`src/rtl/add16_chain_seq.sv`:
```
// Multi-word add sequencer wrapped around a 16-bit ripple adder (add_16), LS word first.
// Optional subtract mode is enabled by defining ADD16_SEQ_SUB_EN (adds the 'sub' port).

module add_16 (
  input  logic        CYI,
  input  logic [15:0] OP_A,
  input  logic [15:0] OP_B,
  output logic        CYO,
  output logic [15:0] SUM
);
  logic [16:0] c;

  assign c[0] = CYI;

  for (genvar gi = 0; gi < 16; gi++) begin : g_bit
    assign SUM[gi]  = OP_A[gi] ^ OP_B[gi] ^ c[gi];
    assign c[gi+1]  = (OP_A[gi] & OP_B[gi]) | (c[gi] & (OP_A[gi] ^ OP_B[gi]));
  end

  assign CYO = c[16];
endmodule

module add16_chain_seq #(
  parameter int WORDS = 2
) (
  input  logic        clk,
  input  logic        rst_n,
  input  logic        in_valid,
  output logic        in_ready,
  input  logic [15:0] op_a,
  input  logic [15:0] op_b,
  input  logic        cyi_init,
`ifdef ADD16_SEQ_SUB_EN
  input  logic        sub,
`endif
  output logic        out_valid,
  input  logic        out_ready,
  output logic [15:0] sum,
  output logic        out_last,
  output logic        cyo,
  output logic        zero,
  output logic        ovf,
  output logic        busy
);
  localparam int IDX_W = (WORDS > 1) ? $clog2(WORDS) : 1;
  localparam logic [IDX_W-1:0] LAST_IDX = IDX_W'(WORDS - 1);

  typedef enum logic {IDLE, RUN} state_t;

  state_t           state_q, state_d;
  logic [IDX_W-1:0] idx_q, idx_d;
  logic             carry_q, carry_d;
  logic             zacc_q, zacc_d;
  logic             out_valid_q, out_valid_d;
  logic [15:0]      sum_q, sum_d;
  logic             last_q, last_d;
  logic             cyo_q, cyo_d;
  logic             zero_q, zero_d;
  logic             ovf_q, ovf_d;

  logic             accept;
  logic             first_word;
  logic             last_word;
  logic             add_cyi;
  logic [15:0]      add_b;
  logic             add_cyo;
  logic [15:0]      add_sum;
  logic             zacc_run;
  logic             ovf_word;

  assign in_ready   = !out_valid_q | out_ready;
  assign accept     = in_valid & in_ready;
  assign first_word = (idx_q == '0);
  assign last_word  = (idx_q == LAST_IDX);

`ifdef ADD16_SEQ_SUB_EN
  // Subtract = A + ~B + 1; the mode is latched on word 0 and reused for the rest.
  logic sub_q, sub_d, sub_eff;

  assign sub_eff = first_word ? sub : sub_q;
  assign add_b   = sub_eff ? ~op_b : op_b;
  assign add_cyi = first_word ? (sub | cyi_init) : carry_q;

  always_comb begin
    sub_d = sub_q;
    if (accept && first_word) sub_d = sub;
  end

  always_ff @(posedge clk or negedge rst_n) begin
    if (!rst_n) sub_q <= 1'b0;
    else        sub_q <= sub_d;
  end
`else
  assign add_b   = op_b;
  assign add_cyi = first_word ? cyi_init : carry_q;
`endif

  add_16 u_add (add_cyi, op_a, add_b, add_cyo, add_sum);

  assign zacc_run = first_word ? 1'b1 : zacc_q;
  // Overflow uses the B actually fed to the adder, so subtract sees the inverted sign.
  assign ovf_word = (op_a[15] == add_b[15]) & (add_sum[15] != op_a[15]);

  always_comb begin
    state_d     = state_q;
    idx_d       = idx_q;
    carry_d     = carry_q;
    zacc_d      = zacc_q;
    out_valid_d = out_valid_q;
    sum_d       = sum_q;
    last_d      = last_q;
    cyo_d       = cyo_q;
    zero_d      = zero_q;
    ovf_d       = ovf_q;

    if (accept) begin
      idx_d       = last_word ? '0 : idx_q + IDX_W'(1);
      carry_d     = add_cyo;
      zacc_d      = zacc_run & (add_sum == 16'h0000);
      out_valid_d = 1'b1;
      sum_d       = add_sum;
      last_d      = last_word;
      cyo_d       = last_word & add_cyo;
      zero_d      = last_word & zacc_run & (add_sum == 16'h0000);
      ovf_d       = last_word & ovf_word;
    end else if (out_ready) begin
      out_valid_d = 1'b0;
    end

    case (state_q)
      IDLE:    if (accept && !last_word) state_d = RUN;
      RUN:     if (accept && last_word)  state_d = IDLE;
      default: state_d = IDLE;
    endcase
  end

  always_ff @(posedge clk or negedge rst_n) begin
    if (!rst_n) begin
      state_q     <= IDLE;
      idx_q       <= '0;
      carry_q     <= 1'b0;
      zacc_q      <= 1'b0;
      out_valid_q <= 1'b0;
      sum_q       <= 16'h0000;
      last_q      <= 1'b0;
      cyo_q       <= 1'b0;
      zero_q      <= 1'b0;
      ovf_q       <= 1'b0;
    end else begin
      state_q     <= state_d;
      idx_q       <= idx_d;
      carry_q     <= carry_d;
      zacc_q      <= zacc_d;
      out_valid_q <= out_valid_d;
      sum_q       <= sum_d;
      last_q      <= last_d;
      cyo_q       <= cyo_d;
      zero_q      <= zero_d;
      ovf_q       <= ovf_d;
    end
  end

  assign out_valid = out_valid_q;
  assign sum       = sum_q;
  assign out_last  = last_q;
  assign cyo       = cyo_q;
  assign zero      = zero_q;
  assign ovf       = ovf_q;
  assign busy      = (state_q == RUN);
endmodule

```
`config.mk`:
```
export PLATFORM = sky130hd
export DESIGN_NAME = add16_chain_seq
export DESIGN_NICKNAME = d
export VERILOG_FILES = /design/src/rtl/add16_chain_seq.sv
export SDC_FILE = /design/constraint.sdc
export NUM_CORES = 1
export LEC_CHECK = 0
export ABC_CLOCK_PERIOD_IN_PS = 8250
export CORE_MARGIN = 2
export CORE_UTILIZATION = 42
export DETAILED_ROUTE_END_ITERATION = 10
export PLACE_DENSITY_LB_ADDON = 0.08
export SETUP_SLACK_MARGIN = 0.05
export SLEW_MARGIN = 0
export SYNTH_ARGS = -nofsm -noshare
export SYNTH_HDL_FRONTEND = slang
export SYNTH_HIERARCHICAL = 1
export SYNTH_SLANG_ARGS = --single-unit
```
`constraint.sdc`:
```
create_clock -name clk -period 8.25 [get_ports clk]
set_input_delay 1.65 -clock clk [delete_from_list [all_inputs] [get_ports clk]]
set_output_delay 1.65 -clock clk [all_outputs]
set_load 0.01 [all_outputs]
```
==> metrics.txt <==
GRT Resource Usage Total 0.179; drt total wl 2.99 mm; worst hold path class flip-flop to flip-flop; largest net degree at the start of global routing 25; Max Cap Violations 0; Final Power 0.000453 W; antenna viol nets, final 0; die area around 0.0038 mm²; Leak 0.904 nW; dpl ws -651 ps; Hold Crit Start cyo; CP Max Fanout 3; Period minus WS final around 8000 ps; DRT iter0 DRCs 42; via count between 900 and 1000; fin. max-slew vios 0; crit end category flip-flop; R2R depth 24; most numerous cell in the Yosys netlist dfrtp_1; I/O pin cnt 60; synth unique cells 18; layout cells sized above 1 0.316; cell area power density 214 mW/mm²; Final Hold Violating Endpoints 0; clk_skew ~4 ps; number of synthesized flops with an enable pin 0; sink of the worst hold path cyo; syn_nets 146; first drt pass iteration count 4; clk buf depth 2; routed len/inst between 15 and 20 µm; CP required 8470 ps; initial antenna violation count 0; first-pass GRT wire length about 4.8 mm; fmax between 0.1 and 0.15 GHz; R2R Path End ovf; Hold Path Stages 1; Area Overhead vs Synth 50.8%; top post-synthesis cells by count dfrtp_1 (24), fa_1 (16), mux2_4 (15), inv_1 (11), nor4_1 (4); post-synth top area share 0.428; final RePlAce weighted congestion between 0.7 and 0.8; Congestion Overflow GR 0; Async S/R FF share, synth 1.00; Synth Warn # 6; Reg-to-Reg Start idx_q; nets@finish roughly 210; startpoint class of the critical path primary input; Final Cycle Share 0.969; FF+latch count, synth 24; register area share after synthesis 0.428; Ant. Diodes 0; clk_lat worst skew slightly above 300 ps; Reg2Reg Setup Slack between 1000 and 1500 ps; worst slew pin tran 1050 ps; status completed; post-synth top area cell dfrtp_1; Rows 20; Synth Flop Type dfrtp_1; Via density 4.88; H-tree depth 1; CP Class primary input to flip-flop; Die Span Y between 60 and 70 µm; Root Buffer clkbuf_4; DRC Markers 0; unrepaired setup endpoints after global routing false; core area approximately 0.0031 mm²; Worst Slack Setup Final around 250 ps; Reg clk slew, reported paths 130 ps; via count of the first global-routing pass between 1000 and 1500; post-synthesis cell count between 90 and 100; Worst VDD drop 0.0988 mV; final setup fails 0; Post-Syn Area roughly 0.0014 mm²; Post-DP HPWL 2.39 mm; CTS tree built; cts bufs inserted 3; hold_ws 502 ps; Max-slew headroom 0.299; Die X about 60 µm; Synth area leaders dfrtp_1 (43%), fa_1 (23%), mux2_4 (16%); Synth Area per Inst between 15 and 20 µm²; crit path DAT between 8000 and 9000 ps; clock sink total 24; Port Buffers just under 60; Starting Density 0.449
state kept, by name, summed over array words and instances (netlist names):
register,flops
out_valid,1
carry_q,1
ovf,1
zero,1
cyo,1
idx_q,1
out_last,1
zacc_q,1
sum,16
critical path, cell delays in order:
cell,delay (ps)
buf_6,90
mux2_4,260
fa_2,330
inv_2,60
fa_2,190
inv_2,40
fa_2,360
fa_2,360
fa_2,340
fa_2,340
fa_2,340
fa_2,350
fa_2,360
fa_2,370
fa_2,350
fa_2,350
fa_2,370
fa_2,360
fa_2,370
inv_2,60
fa_1,430
inv_2,90
and3b_1,200
a21oi_2,100
o2bb2ai_1,70
what timing repair did:
action	CTS	global route
pin swaps	20	8
gates resized for setup	19	1
endpoints found under the setup margin	4	4
buffers inserted	1	0
hold buffers	0	0
where the power goes:
| part | switching (W) | internal [W] | total, W |
|---|---|---|---|
| clock network | 0.0000343 | 0.0000270 | 0.0000613 |
| registers | 0.0000238 | 0.000152 | 0.000176 |
| logic | 0.0000769 | 0.000139 | 0.000215 |
| total | 0.000135 | 0.000318 | 0.000453 |
cell usage in the layout, fill, tap and decap left out:
master | synthesis | layout
inv_1 | 11 | 7
and3b_1 | 1 | 1
clkbuf_4 | 0 | 3
xnor2_1 | 1 | 1
inv_2 | 0 | 4
nand2_4 | 1 | 1
nor2_1 | 1 | 1
mux2_4 | 15 | 16
a21bo_2 | 2 | 2
dfrtp_1 | 24 | 24
buf_4 | 0 | 2
mux2_2 | 3 | 2
nand3_1 | 1 | 1
nand4_1 | 3 | 3
fa_1 | 16 | 1
nand2b_1 | 2 | 2
buf_6 | 3 | 1
o2bb2ai_1 | 2 | 2
fa_2 | 0 | 15
clkdlybuf4s50_1 | 0 | 56
a21oi_2 | 0 | 1
nor4_2 | 0 | 1
a31oi_1 | 2 | 2
dlygate4sd2_1 | 0 | 2
nor4_1 | 4 | 3
clkbuf_8 | 0 | 1
how the worst max path moves through the flow:
stage                         to  slack [ps]  startpoint
final                        ovf         250    cyi_init
after CTS                    ovf          -4    cyi_init
after global routing         ovf          60    cyi_init
after detailed placement  zacc_q        -650    cyi_init
after floorplan              ovf          50    cyi_init
after global placement    zacc_q        -560    cyi_init
routing by layer:
| layer | share of wire | GRT usage |
|---|---|---|
| met5 | 0 | 0 |
| met4 | 0.0097 | 0.0547 |
| met3 | 0.063 | 0.0290 |
| met2 | 0.52 | 0.308 |
| met1 | 0.41 | 0.232 |
layout make-up:
cell class / instances / area, µm²
well taps: 44 / 55.1
multi-input cells: 55 / 779
flip-flops and latches: 24 / 601
inverters: 11 / 41.3
clock buffers: 4 / 36.3
fillers: 252 / 1010
repair buffers: 61 / 604
cells by family (layout without fill, tap and decap cells):
logic type      count (synthesis)  in the layout  share of synthesized area
compound gates                  7              7                     0.0392
xor+xnor                        1              1                    0.00624
fa+ha+maj                      16             16                      0.228
buf+inv                        14             76                     0.0535
flops                          24             24                      0.428
mux                            18             18                      0.184
simple gates                   13             13                     0.0606
stage by stage:
stage          TNS [ps]  cells   util  cell area (µm²)
3_5_place_dp      -2750    194  0.652             2040
3_3_place_gp      -2290    194  0.652             2040
4_1_cts           -4.03    199  0.676             2110
6_report              0    199  0.677             2120
2_1_floorplan         0     93      -             1420
5_1_grt               0    199  0.677             2120
Power figures use the tool's default switching activity.
